<file path="src/rtl/ball_scan.sv">
// rtl/ball_scan.sv - ball renderer with frame-latched position and optional collision
// reporting (enabled by defining BALL_COLLIDE_EN).
module ball_scan #(
  parameter int BALL_SIZE    = 4,
  parameter int BALL_STRETCH = 0
) (
  input  logic       clk,
  input  logic       reset,
  input  logic [8:0] hpos,
  input  logic [8:0] vpos,
  input  logic       display_on,
  input  logic       frame_start,
  input  logic [8:0] ball_hpos,
  input  logic [8:0] ball_vpos,
  input  logic       playfield_gfx,
  input  logic       paddle_gfx,
  input  logic       collide_ack,
  output logic       ball_gfx,
  output logic       hit_wall,
  output logic       hit_paddle,
  output logic       collide_valid
);

  localparam logic [1:0] ST_IDLE = 2'd0;
  localparam logic [1:0] ST_ROWS = 2'd1;
  localparam logic [1:0] ST_DONE = 2'd2;

  localparam int         LINES     = (BALL_STRETCH != 0) ? 2 * BALL_SIZE : BALL_SIZE;
  localparam logic [4:0] LAST_LINE = 5'(LINES - 1);

  logic [8:0] shadow_h_q, shadow_h_d;
  logic [8:0] shadow_v_q, shadow_v_d;
  logic [8:0] vpos_prev_q;
  logic [1:0] state_q, state_d;
  logic [4:0] line_q, line_d;
  logic       armed_q, armed_d;
  logic       gfx_q;
  logic       in_ball;

  // armed_q keeps the zeroed shadow position from drawing before the first frame_start
  always_comb begin
    shadow_h_d = shadow_h_q;
    shadow_v_d = shadow_v_q;
    armed_d    = armed_q;
    state_d    = state_q;
    line_d     = line_q;
    if (frame_start) begin
      shadow_h_d = ball_hpos;
      shadow_v_d = ball_vpos;
      armed_d    = 1'b1;
      state_d    = ST_IDLE;
      line_d     = 5'd0;
    end else begin
      case (state_q)
        ST_IDLE: begin
          if (armed_q && (vpos == shadow_v_q)) begin
            state_d = ST_ROWS;
            line_d  = 5'd0;
          end
        end
        ST_ROWS: begin
          if (vpos != vpos_prev_q) begin
            if (line_q == LAST_LINE) begin
              state_d = ST_DONE;
            end else begin
              line_d = line_q + 5'd1;
            end
          end
        end
        default: ;
      endcase
    end
  end

  // 10-bit compare so a ball near the right edge clips instead of wrapping to column 0
  logic [9:0] h_ext, h_lo, h_hi;
  assign h_ext   = {1'b0, hpos};
  assign h_lo    = {1'b0, shadow_h_q};
  assign h_hi    = h_lo + 10'(BALL_SIZE);
  assign in_ball = (state_q == ST_ROWS) && display_on && (h_ext >= h_lo) && (h_ext < h_hi);

  always_ff @(posedge clk or negedge reset) begin
    if (!reset) begin
      shadow_h_q  <= 9'd0;
      shadow_v_q  <= 9'd0;
      vpos_prev_q <= 9'd0;
      armed_q     <= 1'b0;
      state_q     <= ST_IDLE;
      line_q      <= 5'd0;
      gfx_q       <= 1'b0;
    end else begin
      shadow_h_q  <= shadow_h_d;
      shadow_v_q  <= shadow_v_d;
      vpos_prev_q <= vpos;
      armed_q     <= armed_d;
      state_q     <= state_d;
      line_q      <= line_d;
      gfx_q       <= in_ball;
    end
  end

  assign ball_gfx = gfx_q;

`ifdef BALL_COLLIDE_EN
  logic acc_wall_q, acc_wall_d;
  logic acc_pad_q, acc_pad_d;
  logic hit_wall_q, hit_wall_d;
  logic hit_pad_q, hit_pad_d;
  logic valid_q, valid_d;
  logic wall_now, pad_now;

  assign wall_now = in_ball & playfield_gfx;
  assign pad_now  = in_ball & paddle_gfx;

  // a hit in the frame_start cycle seeds the new frame, never the report being handed over
  always_comb begin
    acc_wall_d = acc_wall_q | wall_now;
    acc_pad_d  = acc_pad_q | pad_now;
    hit_wall_d = hit_wall_q;
    hit_pad_d  = hit_pad_q;
    valid_d    = valid_q;
    if (frame_start) begin
      acc_wall_d = wall_now;
      acc_pad_d  = pad_now;
      hit_wall_d = acc_wall_q;
      hit_pad_d  = acc_pad_q;
      valid_d    = acc_wall_q | acc_pad_q;
    end else if (valid_q && collide_ack) begin
      hit_wall_d = 1'b0;
      hit_pad_d  = 1'b0;
      valid_d    = 1'b0;
    end
  end

  always_ff @(posedge clk or negedge reset) begin
    if (!reset) begin
      acc_wall_q <= 1'b0;
      acc_pad_q  <= 1'b0;
      hit_wall_q <= 1'b0;
      hit_pad_q  <= 1'b0;
      valid_q    <= 1'b0;
    end else begin
      acc_wall_q <= acc_wall_d;
      acc_pad_q  <= acc_pad_d;
      hit_wall_q <= hit_wall_d;
      hit_pad_q  <= hit_pad_d;
      valid_q    <= valid_d;
    end
  end

  assign hit_wall      = hit_wall_q;
  assign hit_paddle    = hit_pad_q;
  assign collide_valid = valid_q;
`else
  logic unused_collide_inputs;
  assign unused_collide_inputs = playfield_gfx ^ paddle_gfx ^ collide_ack;

  assign hit_wall      = 1'b0;
  assign hit_paddle    = 1'b0;
  assign collide_valid = 1'b0;
`endif

endmodule

</file>
<file path="config.mk">
export PLATFORM = sky130hd
export DESIGN_NAME = ball_scan
export DESIGN_NICKNAME = d
export VERILOG_FILES = /design/src/rtl/ball_scan.sv
export SDC_FILE = /design/constraint.sdc
export NUM_CORES = 1
export LEC_CHECK = 0
export CORE_MARGIN = 3
export CORE_UTILIZATION = 25
export CTS_BUF_LIST = sky130_fd_sc_hd__clkbuf_16
export CTS_CLUSTER_DIAMETER = 40
export DETAILED_ROUTE_END_ITERATION = 10
export PLACE_DENSITY_LB_ADDON = 0.1
export REMOVE_ABC_BUFFERS = 1
export SETUP_SLACK_MARGIN = 0.4
export SYNTH_ARGS = -nofsm -noshare
export SYNTH_HDL_FRONTEND = slang
export SYNTH_SLANG_ARGS = --single-unit
</file>
<file path="constraint.sdc">
create_clock -name clk -period 1.8 [get_ports clk]
set_input_delay 0.54 -clock clk [delete_from_list [all_inputs] [get_ports clk]]
set_output_delay 0.54 -clock clk [all_outputs]
set_load 0.05 [all_outputs]
</file>
**After elaboration in Yosys (flattened, before gate mapping)**

Index checks and enable logic that the tools add are counted.

- Output and inout port bits: 4
- Register bits: 36
- Input port bits: 43
- Word-level logic and storage cells: 37

- Muxes and demuxes: 10
- Equality and inequality tests: 8
- Order comparisons: 2
- Add/sub/neg operators: 2
- Reduce and logical (&&, ||, !) cells: 8

Operators with widths:

| operator | number |
|---|---|
| $mux 5 | 4 |
| $ne 3x3->1 const B | 4 |
| $add 9x3->10 const B | 1 |
| $lt 9x10->1 | 1 |
| $pmux 5 s2 | 1 |
| $eq 9x9->1 | 1 |
| $ge 9x9->1 | 1 |
| $ne 9x9->1 | 1 |
| $mux 2 | 4 |
| $reduce_and 4->1 | 2 |
| $add 5x1->5 const B | 1 |
| $eq 5x2->1 const B | 1 |
| $logic_and 1x1->1 | 4 |
| $pmux 2 s2 | 1 |
| $reduce_bool 3->1 | 1 |
| $eq 2x1->1 const B | 1 |
| $logic_not 2->1 | 1 |

**Longest topological paths before layout**

- Depth in word-level cells: 5
- Gate-level depth with buffers: 9
- Mapped depth without buffers: 9

**Worst setup path before layout**

No wires, ideal clock.

- Path type: flip-flop to flip-flop
- Start: register shadow_h_q[2]
- End: register gfx_q, in the netlist ball_gfx
- Period minus slack after synthesis: 1.923 ns
- Data required time: 1.701 ns
- Arrival: 1.824 ns
- Path slack: -0.123 ns
- Library setup time: 0.099 ns
- Buffers on the path: 0
- Cell stages (with the launch flop): 10
- Cells stage by stage: dfrtp_1 -> ha_1 -> and3_1 -> xnor2_1 -> ha_1 -> o21a_1 -> o21a_1 -> o32ai_1 -> a31oi_1 -> a311oi_1

- Cells in the longest elaborated chain, start to end: 3
- Elaborated cells between the ends (all ways): 5
- Those cells by class: add/sub (1); order compare (2); reduce/logical (2)

Ends and longest elaborated chain:

| element | line | source |
|---|---|---|
| from (decl) | 31 | `logic [8:0] shadow_h_q, shadow_h_d;` |
| from (signal assigned) | 92 | `shadow_h_q <= shadow_h_d;` |
| $add 9x3->10 / $ge 9x9->1 (equally long branches) | 79, 80 |  |
| $lt 9x10->1 / $logic_and 1x1->1 (equally long branches) | 80 | `assign in_ball = (state_q == ST_ROWS) && display_on && (h_ext >= h_lo) && (h_ext < h_hi);` |
| $logic_and 1x1->1 * | 80 |  |
| via in_ball | 38 | `logic in_ball;` |
| to (signal assigned) | 98 | `gfx_q <= in_ball;` |
| to (decl) | 37 | `logic gfx_q;` |

The timed path passes the listed nets; every way through them passes the cells marked *.
A chain may end at the register's enable or synchronous reset.

**Worst setup path in the final report**

Ends and elaborated chain as after synthesis.

==> results.md <==
* Final Hold Viols at 0
* Final instance area at 0.00296 mm²
* Core area at 0.00785 mm²
* Post-Syn Instances at 187
* Pwr dens at 773 mW/mm²
* Share of cells above drive strength 1 at 29.0%
* Gpl congestion at 0.761
* Startpoint Class: register
* Non-filler instance count after layout at 354
* Biggest area consumer among synthesized cells: dfrtp_1
* Final WL at 4420 µm
* DR WL/cell at 12.5 µm
* Number of distinct library cells after synthesis at 42
* Via Count at 1522
* Detailed Routing Iterations Pass 1 at 4
* Top-count cell post-synth: dfrtp_1
* Area delta synth->final at 44.6%
* Largest net degree at the start of global routing at 37
* Post-DP HPWL at 3280 µm
* Asr flop ratio synth at 100%
* Logic pwr share at 19.3%
* Ys flop type: dfrtp_1
* Placed instance count at 343
* Largest cells by area after synthesis: dfrtp_1, ha_1, xnor2_1, mux2_2, xor2_1
* Final #Nets at 312
* VDD IR-drop max at 0.438 mV
* Tot GR Track Use at 10.6%
* # IOs at 47
* Post-Syn Area at 0.00205 mm²
* Post-synth top area share at 44.0%
* Synth cell count leaders: dfrtp_1, ha_1, xnor2_1, nand2_1, o21ai_0
* Residual DRC at 0
* DRT iter0 DRCs at 20
* Sw Ratio at 23.9%
* Final Skew at 0.00455 ns
* Die Y at 96.5 µm
* NetSw at 0.546 mW
* RSZ-0062 raised after global routing: yes
* Slack of the critical path at -0.262 ns
* Setup crit end kind: register
* Routed vias/inst at 4.30
* Clk sink count at 36
* N_diodes at 0
* Reg2reg end: ball_gfx$_DFF_PN0_
* Slowest stage cell, crit path: dfrtp_1
* Clock slew at reported path FFs at 0.06 ns
* Buffers on Ports at 40
* Crit path kind: reg -> reg
* Post-CTS Hold Fix Bufs at 0
* H-tree depth at 2
* Pleak at 1.29 nW
* Clock Power Share at 41.9%
* Die area at 0.00931 mm²
* P_int at 1.74 mW
* Initial antenna violation count at 0
* Worst min-delay path class: in -> async
* FF-to-FF path depth at 9
* Final setup fails at 1
* GRT overflow at 0
* Syn Area/Cell at 10.9 µm²
* Root buffer cell: clkbuf_16
* Crit path required time at 1.96 ns
* Flop pwr share at 38.8%
* Outcome: finished, violations left
* Yosys warning count at 0
* Max Cap Viol at 0
* Period utilization at 115%
* Placement Cell Area at 0.00268 mm²
* Cell chain of the critical path: ha_2 > and3_4 > xnor2_2 > ha_1 > o21a_1 > o21a_1 > o32ai_2 > a31oi_1 > a311oi_2
* DRT antenna net count at 0
* CTS buffer count at 5
* Arr. time, crit path at 2.23 ns
* # rows at 32
* Flop-to-flop setup slack at -0.26 ns
* CTS tree: built
* Die W at 96.5 µm
* Maximum clock rate at 485 MHz
* Maximum clock path buffer count at 2
* R2r startpoint: shadow_h_q[2]$_DFFE_PN0P_
* Post-synthesis sequential area ratio at 44.0%
* #FFs+latches synth at 36
* Number of global-route vias before repair at 1614
* Initial Utilization at 26.1%
* Top cell by count, worst path: o21a_1
* Max FO, Critical Path at 2
* Min cycle time layout at 2.06 ns
* Setup TNS at -0.262 ns
* Failing checks: negative setup slack
* Global-route wire length before repair at 7490 µm
* Slew Limit Fails at 0
* Worst-Skew Late Latency at 0.27 ns
* Crit path largest cell delay at 0.38 ns
* EDFF count, synth at 0
* Crit. Startpoint: shadow_h_q[2]$_DFFE_PN0P_
* Design Power at 2.29 mW
==> cells by family (layout without fill, tap and decap cells) <==
| group | after synthesis | after routing | synth area share (%) |
|---|---|---|---|
| AND/OR/NAND/NOR | 44 | 44 | 13.3 |
| AO/OA/AOI/OAI | 38 | 38 | 12.4 |
| flip-flops | 36 | 36 | 44.0 |
| XOR/XNOR | 23 | 23 | 9.84 |
| adder cells (fa/ha/maj) | 18 | 18 | 11.0 |
| buffers and inverters | 17 | 80 | 3.73 |
| multiplexers | 10 | 10 | 5.50 |
| other | 1 | 3 | 0.183 |
==> cell usage in the layout (no fill, tap or decap), drive strengths merged, types with 2 or more instances in the layout <==
cell type / count
nand3: 5
nor2: 4
o21a: 3
and3: 2
mux2: 10
xor2: 7
ha: 18
nand4: 3
nor3: 2
a22oi: 2
a21oi: 7
inv: 11
nor2b: 6
clkdlybuf4s50: 28
nor4: 2
dfrtp: 36
nand2: 11
clkdlybuf4s15: 2
and2: 3
buf: 27
clkbuf: 8
o2bb2ai: 5
xnor2: 16
a31oi: 2
dlygate4sd2: 2
conb: 3
o21ai: 11
==> worst max-delay path by stage <==
stage,slack [ns],to,cells after the start
after floorplan,-0.12,ball_gfx$_DFF_PN0_,9
after global placement,-0.50,ball_gfx$_DFF_PN0_,7
after detailed placement,-0.53,ball_gfx$_DFF_PN0_,7
after CTS,-0.33,ball_gfx$_DFF_PN0_,9
after global routing,-0.36,ball_gfx$_DFF_PN0_,9
final,-0.26,ball_gfx$_DFF_PN0_,9
==> worst max-delay path: cells and delay by family (launching register included) <==
family | cells | cell delay, ns
XOR/XNOR | 1 | 0.13
adder cells (fa/ha/maj) | 2 | 0.47
flip-flops | 1 | 0.38
AND/OR/NAND/NOR | 1 | 0.16
AO/OA/AOI/OAI | 5 | 0.82
==> layout make-up <==
class / instances / area (µm²)
clock buffer: 5 / 125
clock inverter: 3 / 38.8
fill: 802 / 4890
inverter: 10 / 37.5
multi-input combinational: 136 / 1200
sequential: 36 / 901
tap: 102 / 128
timing repair buffer: 62 / 531
==> power by group through the flow <==
| stage | Combinational, mW | Clock (mW) | Sequential (mW) |
|---|---|---|---|
| 2_1_floorplan | 0.221 | 0 | 0.899 |
| 3_3_place_gp | 0.433 | 0 | 0.900 |
| 3_5_place_dp | 0.433 | 0 | 0.899 |
| 4_1_cts | 0.451 | 0.985 | 0.887 |
| 5_1_grt | 0.499 | 1.02 | 0.893 |
| 6_report | 0.442 | 0.960 | 0.887 |
==> per-stage QoR <==
stage / setup WS [ns] / utilization (%) / hold WS, ns
global placement: -0.497 / 34.1 / 0.451
finish: -0.262 / 37.7 / 0.312
global route: -0.364 / 37.7 / 0.354
CTS: -0.332 / 37.4 / 0.330
detailed placement: -0.532 / 34.1 / 0.453
floorplan: -0.123 / - / 0.244
==> metal layers <==
metal / track usage, % / share of wire, % / wire, µm
met4: 3.50 / 0.52 / 23
met3: 2.94 / 4.9 / 215
met2: 16.2 / 47 / 2070
met5: 0 / 0 / 0
met1: 14.3 / 48 / 2110
==> state kept, by name (all words and copies together) (netlist names) <==
register and count:
vpos_prev_q 9, ball_gfx 1, armed_q 1, shadow_h_q 9, shadow_v_q 9, state_q 2
line_q 5
==> what timing repair did <==
item	CTS	global route
pin swaps	17	14
setup endpoints to repair	21	8
gates resized for setup	38	12
setup buffers	2	1
Power figures use the tool's default switching activity.
